## src/rtl/fifo_pkt_framer_if.sv

```systemverilog
// Stream and FIFO-read signals between the packet framer and its FIFO/sink.
// A word moves on the stream when out_valid && out_ready at posedge clk. Once
// out_valid rises, it stays high and out_data stays stable until that transfer.
interface fifo_pkt_framer_if #(
    parameter int unsigned DATA_W = 16
);
    logic [DATA_W-1:0] fifo_dout;
    logic              fifo_empty;
    logic              fifo_read;
    logic [DATA_W-1:0] out_data;
    logic              out_valid;
    logic              out_ready;
    logic              out_last;

    modport master (
        input  fifo_dout,
        input  fifo_empty,
        input  out_ready,
        output fifo_read,
        output out_data,
        output out_valid,
        output out_last
    );

    modport slave (
        output fifo_dout,
        output fifo_empty,
        output out_ready,
        input  fifo_read,
        input  out_data,
        input  out_valid,
        input  out_last
    );
endinterface

```

## src/rtl/fifo_pkt_framer.sv

```systemverilog
// Reads the show-ahead port of a FIFO and emits fixed-length frames on a stream:
// a header word, PKT_LEN payload words, then a checksum word.
module fifo_pkt_framer #(
    parameter int unsigned DATA_W  = 16,
    parameter int unsigned PKT_LEN = 8,
    parameter logic [7:0]  SYNC    = 8'hA5
) (
    input  logic                     clk,
    input  logic                     rstn,
    fifo_pkt_framer_if.master        bus,
    output logic                     busy,
    output logic [15:0]              pkt_count,
    output logic [1:0]               dbg_state
);
    localparam int unsigned      CNT_W    = $clog2(PKT_LEN + 1);
    localparam logic [CNT_W-1:0] LAST_IDX = CNT_W'(PKT_LEN - 1);

    typedef enum logic [1:0] {
        IDLE     = 2'd0,
        HEADER   = 2'd1,
        PAYLOAD  = 2'd2,
        CHECKSUM = 2'd3
    } state_t;

    state_t            state_q,     state_d;
    logic [7:0]        seq_q,       seq_d;
    logic [CNT_W-1:0]  word_cnt_q,  word_cnt_d;
    logic [DATA_W-1:0] csum_q,      csum_d;
    logic [15:0]       pkt_count_q, pkt_count_d;

    logic              xfer;
    logic [DATA_W-1:0] header_word;

    always_comb begin
        header_word       = '0;
        header_word[15:0] = {SYNC, seq_q};
    end

    // Stream outputs are gated during reset so the abandoned frame neither
    // offers a word nor pops the FIFO in the reset cycle.
    always_comb begin
        bus.out_valid = 1'b0;
        bus.out_data  = '0;
        bus.out_last  = 1'b0;
        bus.fifo_read = 1'b0;
        if (rstn) begin
            case (state_q)
                HEADER: begin
                    bus.out_valid = 1'b1;
                    bus.out_data  = header_word;
                end
                PAYLOAD: begin
                    bus.out_valid = !bus.fifo_empty;
                    bus.out_data  = bus.fifo_dout;
                    bus.fifo_read = bus.out_ready && !bus.fifo_empty;
                end
                CHECKSUM: begin
                    bus.out_valid = 1'b1;
                    bus.out_data  = csum_q;
                    bus.out_last  = 1'b1;
                end
                default: begin
                end
            endcase
        end
    end

    assign xfer = bus.out_valid && bus.out_ready;

    always_comb begin
        state_d     = state_q;
        seq_d       = seq_q;
        word_cnt_d  = word_cnt_q;
        csum_d      = csum_q;
        pkt_count_d = pkt_count_q;
        case (state_q)
            IDLE: begin
                if (!bus.fifo_empty) state_d = HEADER;
            end
            HEADER: begin
                if (xfer) begin
                    csum_d     = '0;
                    word_cnt_d = '0;
                    state_d    = PAYLOAD;
                end
            end
            PAYLOAD: begin
                if (xfer) begin
                    csum_d     = csum_q + bus.fifo_dout;
                    word_cnt_d = word_cnt_q + CNT_W'(1);
                    if (word_cnt_q == LAST_IDX) state_d = CHECKSUM;
                end
            end
            CHECKSUM: begin
                if (xfer) begin
                    seq_d       = seq_q + 8'd1;
                    pkt_count_d = pkt_count_q + 16'd1;
                    state_d     = IDLE;
                end
            end
            default: state_d = IDLE;
        endcase
    end

    always_ff @(posedge clk) begin
        if (!rstn) begin
            state_q     <= IDLE;
            seq_q       <= '0;
            word_cnt_q  <= '0;
            csum_q      <= '0;
            pkt_count_q <= '0;
        end else begin
            state_q     <= state_d;
            seq_q       <= seq_d;
            word_cnt_q  <= word_cnt_d;
            csum_q      <= csum_d;
            pkt_count_q <= pkt_count_d;
        end
    end

    assign busy      = (state_q != IDLE);
    assign pkt_count = pkt_count_q;
    assign dbg_state = state_q;
endmodule

```

## src/flat_wrapper.sv

```systemverilog
// flat-port wrapper written by rule: the top's interface ports become plain ports
module fifo_pkt_framer_flat 
#(
    parameter int unsigned DATA_W  = 16,
    parameter int unsigned PKT_LEN = 8,
    parameter logic [7:0]  SYNC    = 8'hA5
)
  (clk, rstn, busy, pkt_count, dbg_state, bus_fifo_dout, bus_fifo_empty, bus_out_ready, bus_fifo_read, bus_out_data, bus_out_valid, bus_out_last);
  fifo_pkt_framer_if #(.DATA_W(DATA_W)) bus_i ();
  input  logic clk;
  input  logic rstn;
  output logic busy;
  output logic [15:0] pkt_count;
  output logic [1:0] dbg_state;
  input wire logic [$bits(bus_i.fifo_dout)-1:0] bus_fifo_dout;
  input wire logic [$bits(bus_i.fifo_empty)-1:0] bus_fifo_empty;
  input wire logic [$bits(bus_i.out_ready)-1:0] bus_out_ready;
  output wire logic [$bits(bus_i.fifo_read)-1:0] bus_fifo_read;
  output wire logic [$bits(bus_i.out_data)-1:0] bus_out_data;
  output wire logic [$bits(bus_i.out_valid)-1:0] bus_out_valid;
  output wire logic [$bits(bus_i.out_last)-1:0] bus_out_last;
  assign bus_i.fifo_dout = bus_fifo_dout;
  assign bus_i.fifo_empty = bus_fifo_empty;
  assign bus_i.out_ready = bus_out_ready;
  assign bus_fifo_read = bus_i.fifo_read;
  assign bus_out_data = bus_i.out_data;
  assign bus_out_valid = bus_i.out_valid;
  assign bus_out_last = bus_i.out_last;
  fifo_pkt_framer #(.DATA_W(DATA_W), .PKT_LEN(PKT_LEN), .SYNC(SYNC)) u_core (.clk(clk), .rstn(rstn), .bus(bus_i), .busy(busy), .pkt_count(pkt_count), .dbg_state(dbg_state));
endmodule
```

## config.mk

```make
export PLATFORM = sky130hd
export DESIGN_NAME = fifo_pkt_framer_flat
export DESIGN_NICKNAME = d
export VERILOG_FILES = /design/src/rtl/fifo_pkt_framer_if.sv /design/src/rtl/fifo_pkt_framer.sv /design/src/flat_wrapper.sv
export SDC_FILE = /design/constraint.sdc
export NUM_CORES = 1
export LEC_CHECK = 0
export BUFFER_PORTS_ARGS = -buffer_cell sky130_fd_sc_hd__buf_2
export CORE_ASPECT_RATIO = 1.1
export CORE_MARGIN = 2
export CORE_UTILIZATION = 30
export DETAILED_ROUTE_END_ITERATION = 10
export GPL_ROUTABILITY_DRIVEN = 0
export HOLD_SLACK_MARGIN = 0.1
export PLACE_DENSITY_LB_ADDON = 0.15
export SETUP_SLACK_MARGIN = 0.05
export SYNTH_ARGS = -nofsm -noshare
export SYNTH_HDL_FRONTEND = slang
export SYNTH_SLANG_ARGS = --single-unit
export TNS_END_PERCENT = 5
```

## constraint.sdc

```tcl
create_clock -name clk -period 2.8 [get_ports clk]
set_input_delay 0.28 -clock clk [delete_from_list [all_inputs] [get_ports clk]]
set_output_delay 0.28 -clock clk [all_outputs]
set_load 0.005 [all_outputs]
```

# Word-level counts from Yosys, hierarchy flattened
# Cells that the tools add are included.
dict set report word_totals {
  ff_bits 46
  inputBits 20
  output_inout_bits 38
  wordCells 48
}
dict set report op_classes {
  addsub 4
  eq_ne 9
  muxes 20
  n_reduce_logical 10
}
# cell n
set ops {}
lappend ops {{16-bit two-way mux} 3}
lappend ops {{16-bit one-hot mux with 3 select lines} 1}
lappend ops {{16-bit one-hot mux with 2 select lines} 1}
lappend ops {{16-bit by 1-bit adder with 16-bit output (second input constant)} 1}
lappend ops {{16-bit adder} 1}
lappend ops {{2-bit two-way mux} 5}
lappend ops {{8-bit by 1-bit adder with 8-bit output (second input constant)} 1}
lappend ops {{4-bit two-way mux} 2}
lappend ops {{2-bit by 1-bit inequality test with 1-bit output (second input constant)} 4}
lappend ops {{2-bit one-hot mux with 4 select lines} 1}
lappend ops {{4-bit one-hot mux with 2 select lines} 1}
lappend ops {{1-bit two-way mux} 5}
lappend ops {{5-bit AND reduction} 1}
lappend ops {{4-bit by 1-bit adder with 4-bit output (second input constant)} 1}
lappend ops {{2-bit equality test (second input constant)} 2}
lappend ops {{4-bit by 3-bit equality test with 1-bit output (second input constant)} 1}
lappend ops {{2-bit nonzero test} 2}
lappend ops {{3-bit AND reduction} 1}
lappend ops {{2-bit by 1-bit equality test with 1-bit output (second input constant)} 1}
lappend ops {{1-bit logical AND} 2}
lappend ops {{2-bit zero test} 1}
lappend ops {{2-bit inequality test (second input constant)} 1}
lappend ops {{1-bit one-hot mux with 2 select lines} 1}
lappend ops {{2-bit AND reduction} 1}
lappend ops {{other kinds (2)} 2}

# Logic depth before layout (Yosys ltp)
dict set report logic_depth {
  depth_word 7
  ltp_mapped 10
  ltp_nobuf 9
}

# Worst setup path after synthesis
# No wires, ideal clock.
dict set report synth_path {
  kind {register to register}
  startpoint {register u_core.csum_q[0]}
  endpoint {register u_core.csum_q[14]}
  setup_ns 0.117
  arrival_time_ns 2.027
  path_slack_ns 0.656
  path_stages_with_launch 10
  n_path_buf 0
  cell_sequence {dfxtp_1 ha_1 inv_1 fa_1 nor2b_1 o21a_1 o21ai_2 a2111oi_0 o21ai_0 a32o_1}
}
dict set report synth_between {
  elab_chain_len 3
}
# element line_no
set synth_lines {}
lappend synth_lines {{start, declared} fifo_pkt_framer.sv:28} ;# logic [DATA_W-1:0] csum_q, csum_d;
lappend synth_lines {{start signal, assigned} fifo_pkt_framer.sv:116} ;# csum_q <= csum_d;
lappend synth_lines {{16-bit adder} fifo_pkt_framer.sv:89} ;# csum_d = csum_q + bus.fifo_dout;
lappend synth_lines {{16-bit two-way mux} fifo_pkt_framer.sv:88} ;# if (xfer) begin
lappend synth_lines {{16-bit one-hot mux with 2 select lines} fifo_pkt_framer.sv:76} ;# case (state_q)
# Every way passes these cells. The select of a mux whose other input is x is not followed.
# A chain may end at the register's enable or synchronous reset.

# Worst setup path in the final report
# Ends and elaborated chain as after synthesis.

==> impl_metrics.ini <==
[setup_path]
cp_max_fo = 6
cp.arrival_ns = 2.59
crit_path_end_kind = register
critical_path_class = register to register
worst_path_largest_cell_delay_ns = 0.46
cp_num_buf_inv = 1
critical-path-top-delay-family = compound AO/OA/AOI/OAI gates
slowest_stage = a2111oi_0
crit_chain = ha_1 -> inv_1 -> fa_1 -> nor2b_1 -> o21a_1 -> o21ai_2 -> a2111oi_0 -> o21ai_0 -> a32o_1
cp.required_ns = 3.00
cp-start-kind = register

[grt]
grt_pass1_vias = 2761
grt_antenna_before_repair = 0
grt_max_degree = 33
track_usage_pct = 15.9
overflow = 0
grt_pass1_wl_um = 13900

[synth]
yosys.area_share.simple_pct = 24.0
synth_top_area_cell = dfxtp_1
postSynthCellCount = 365
syn-cell-area_sq_um = 3050
synth_xor_area_share_pct = 7.76
synth_compound_area_share_pct = 22.5
synth_seq_area_share_pct = 30.2
async_flop_share_pct = 0
synthDistinctLibCells = 53
ys.warnings.count = 0
synth_mux_area_share_pct = 1.31
synth_adder_area_share_pct = 10.1
synth_seq_cells = 46
synth_area_leaders = dfxtp_1 30%, ha_1 9.4%, xnor2_1 4.3%
avgSynthCellArea_sq_um = 8.34
synth_ff_type = dfxtp_1
synth_edf_count = 0
syn_nets = 409
synth_top_area_share_pct = 30.2
synth_top_family_by_area = simple AND/OR/NAND/NOR gates

[timing]
rsz0062_at_grt = false
maxSlewViolCount = 0
setup_viol = 0
hold_ws_ns = 0.453
tns_ns = 0
min_period_ns = 2.39
fin_crit_sh_pct = 85.2
worst_clock_skew_ns = 0.00682
finalHoldViolCount = 0
tightest_slew_ns = 0.499
fmax_mhz = 419
slew_headroom_pct = 66.4

[clock_network]
cts.path.max_buffers = 2
htree_levels = 2
cts_tree = yes
cts_root_buf = clkbuf_8
cts-hold-fix-buffers = 0
cts_resized = 0
path_clk_slew_ns = 0.10
cts_buffers = 5
clk_latency_ns = 0.30
cts_setup_buffers = 0
cts.sinks = 46

[power]
p_leak_nw = 1.58
peakVddDrop_uv = 301
p_per_area_nw_per_um2 = 581

[route]
drt-initial-drc-count = 159
via_count = 2859
wl_um = 8400
ant_nets = 0
first_pass_iters = 5
vias_per_cell = 5.27
routedWlPerCell_um = 15.5
drc = 0

[final_layout]
post-route-cell-area_sq_um = 3570
num-nets-final = 465
syn2layout_area_growth_pct = 17.3
antenna_cells_inserted = 0
finalNonFillerCells = 542
drive_above_1_share_pct = 19.2

[floorplanning]
fp-row-count = 38
coreArea_sq_um = 9890
die_width_um = 100
die_h_um = 110
initial_core_util_pct = 30.8
io_pins = 58
dieArea_sq_um = 11000

[run]
cap_violations = 0

[hold_path]
hp-class = primary input to register

[status]
status = completed

[placed_design]
dp.final_hpwl_um = 6180
portBuffers = 57
placed_cell_area_sq_um = 3460
placedCellCount = 534
## placed cells by master, fill, tap and decap left out, types with 4 or more instances in the layout
cell	instances
buf_2	57
xor2_1	12
nor2b_1	7
nor2_1	34
o21a_1	6
clkbuf_8	5
nor3_1	7
buf_4	9
inv_1	9
a222oi_1	8
and2_1	13
a21boi_0	9
and3_1	8
dfxtp_1	46
a21o_1	8
nand2_1	29
or3_1	5
nand3_1	15
mux2i_1	4
nand4_1	8
a21oi_1	21
xnor2_1	15
o21ai_0	16
ha_1	23
a22oi_1	8
## stage by stage
stage / total power [mW] / util (%) / worst slack [ns]
after detailed placement: 1.58 / 35.0 / 0.427
after floorplan: 1.27 / - / 0.656
after CTS: 2.10 / 36.1 / 0.410
after global placement: 1.58 / 35.0 / 0.455
final: 2.07 / 36.1 / 0.413
after global routing: 2.21 / 36.1 / 0.203
## worst min-delay path: cells and delay by family
kind,cells,cell delay [ns]
AND/OR/NAND/NOR,1,0.07
buffers and inverters,1,0.09
AO/OA/AOI/OAI,1,0.15
adder cells (fa/ha/maj),1,0.13
## synthesized netlist by cell type, types with 2 or more instances
| library cell | count |
|---|---|
| dfxtp_1 | 46 |
| nor2_1 | 34 |
| nand2_1 | 29 |
| ha_1 | 23 |
| a21oi_1 | 21 |
| o21ai_0 | 16 |
| nand3_1 | 15 |
| xnor2_1 | 15 |
| and2_1 | 13 |
| xor2_1 | 12 |
| clkbuf_1 | 10 |
| a21boi_0 | 9 |
| inv_1 | 9 |
| a21o_1 | 8 |
| a222oi_1 | 8 |
| a22oi_1 | 8 |
| and3_1 | 8 |
| nand4_1 | 8 |
| nor2b_1 | 7 |
| nor3_1 | 7 |
| o21a_1 | 6 |
| or3_1 | 5 |
| mux2i_1 | 4 |
| a211oi_1 | 3 |
| a31oi_1 | 3 |
| buf_4 | 3 |
| nand2b_1 | 3 |
| nand4b_1 | 3 |
| a211o_1 | 2 |
| a32o_1 | 2 |
| o211ai_1 | 2 |
| o21ai_2 | 2 |
## final timing paths
path,cells after the start,startpoint,slack [ns],to
worst max-delay path,9,u_core.csum_q[0]$_SDFFE_PN0P_,0.41,u_core.csum_q[14]$_SDFFE_PN0P_
worst min-delay path,4,bus_fifo_dout[0],0.45,u_core.csum_q[0]$_SDFFE_PN0P_
worst max register to register,9,u_core.csum_q[0]$_SDFFE_PN0P_,0.41,u_core.csum_q[14]$_SDFFE_PN0P_
worst min register to register,2,u_core.word_cnt_q[1]$_SDFFE_PN0P_,0.48,u_core.word_cnt_q[1]$_SDFFE_PN0P_
## final cells by class
cell class | instances | area [sq um]
clock buffers | 6 | 72.6
multi-input cells | 292 | 2000
fillers | 1066 | 6320
flip-flops and latches | 46 | 921
clock inverters | 2 | 37.5
inverters | 10 | 37.5
repair buffers | 66 | 353
well taps | 120 | 150
## flip-flops by register name (all words and copies together) (netlist names)
signal / cells
u_core.seq_q: 8
u_core.csum_q: 16
u_core.word_cnt_q: 4
u_core.pkt_count: 16
u_core.dbg_state: 2
## report_power, final
| part | leakage [nW] | internal [mW] | switching (mW) |
|---|---|---|---|
| sequential | 0.371 | 0.678 | 0.0203 |
| clock | 0.0514 | 0.267 | 0.247 |
| combinational | 1.16 | 0.300 | 0.563 |
## cells by family after synthesis
| logic type | after synthesis |
|---|---|
| adder cells (fa/ha/maj) | 24 |
| multiplexers | 4 |
| flip-flops | 46 |
| XOR/XNOR | 27 |
| AND/OR/NAND/NOR | 139 |
| buffers and inverters | 27 |
| AO/OA/AOI/OAI | 98 |
## layer usage
| metal | vias to the layer above | GRT usage, % | part of all wire [%] |
|---|---|---|---|
| li1 | 1444 | - | - |
| met1 | 1334 | 21.9 | 49 |
| met2 | 76 | 26.4 | 46 |
| met3 | 5 | 2.48 | 4.9 |
| met4 | 0 | 3.23 | 0.60 |
| met5 | - | 0 | 0 |
Power figures use the tool's default switching activity.
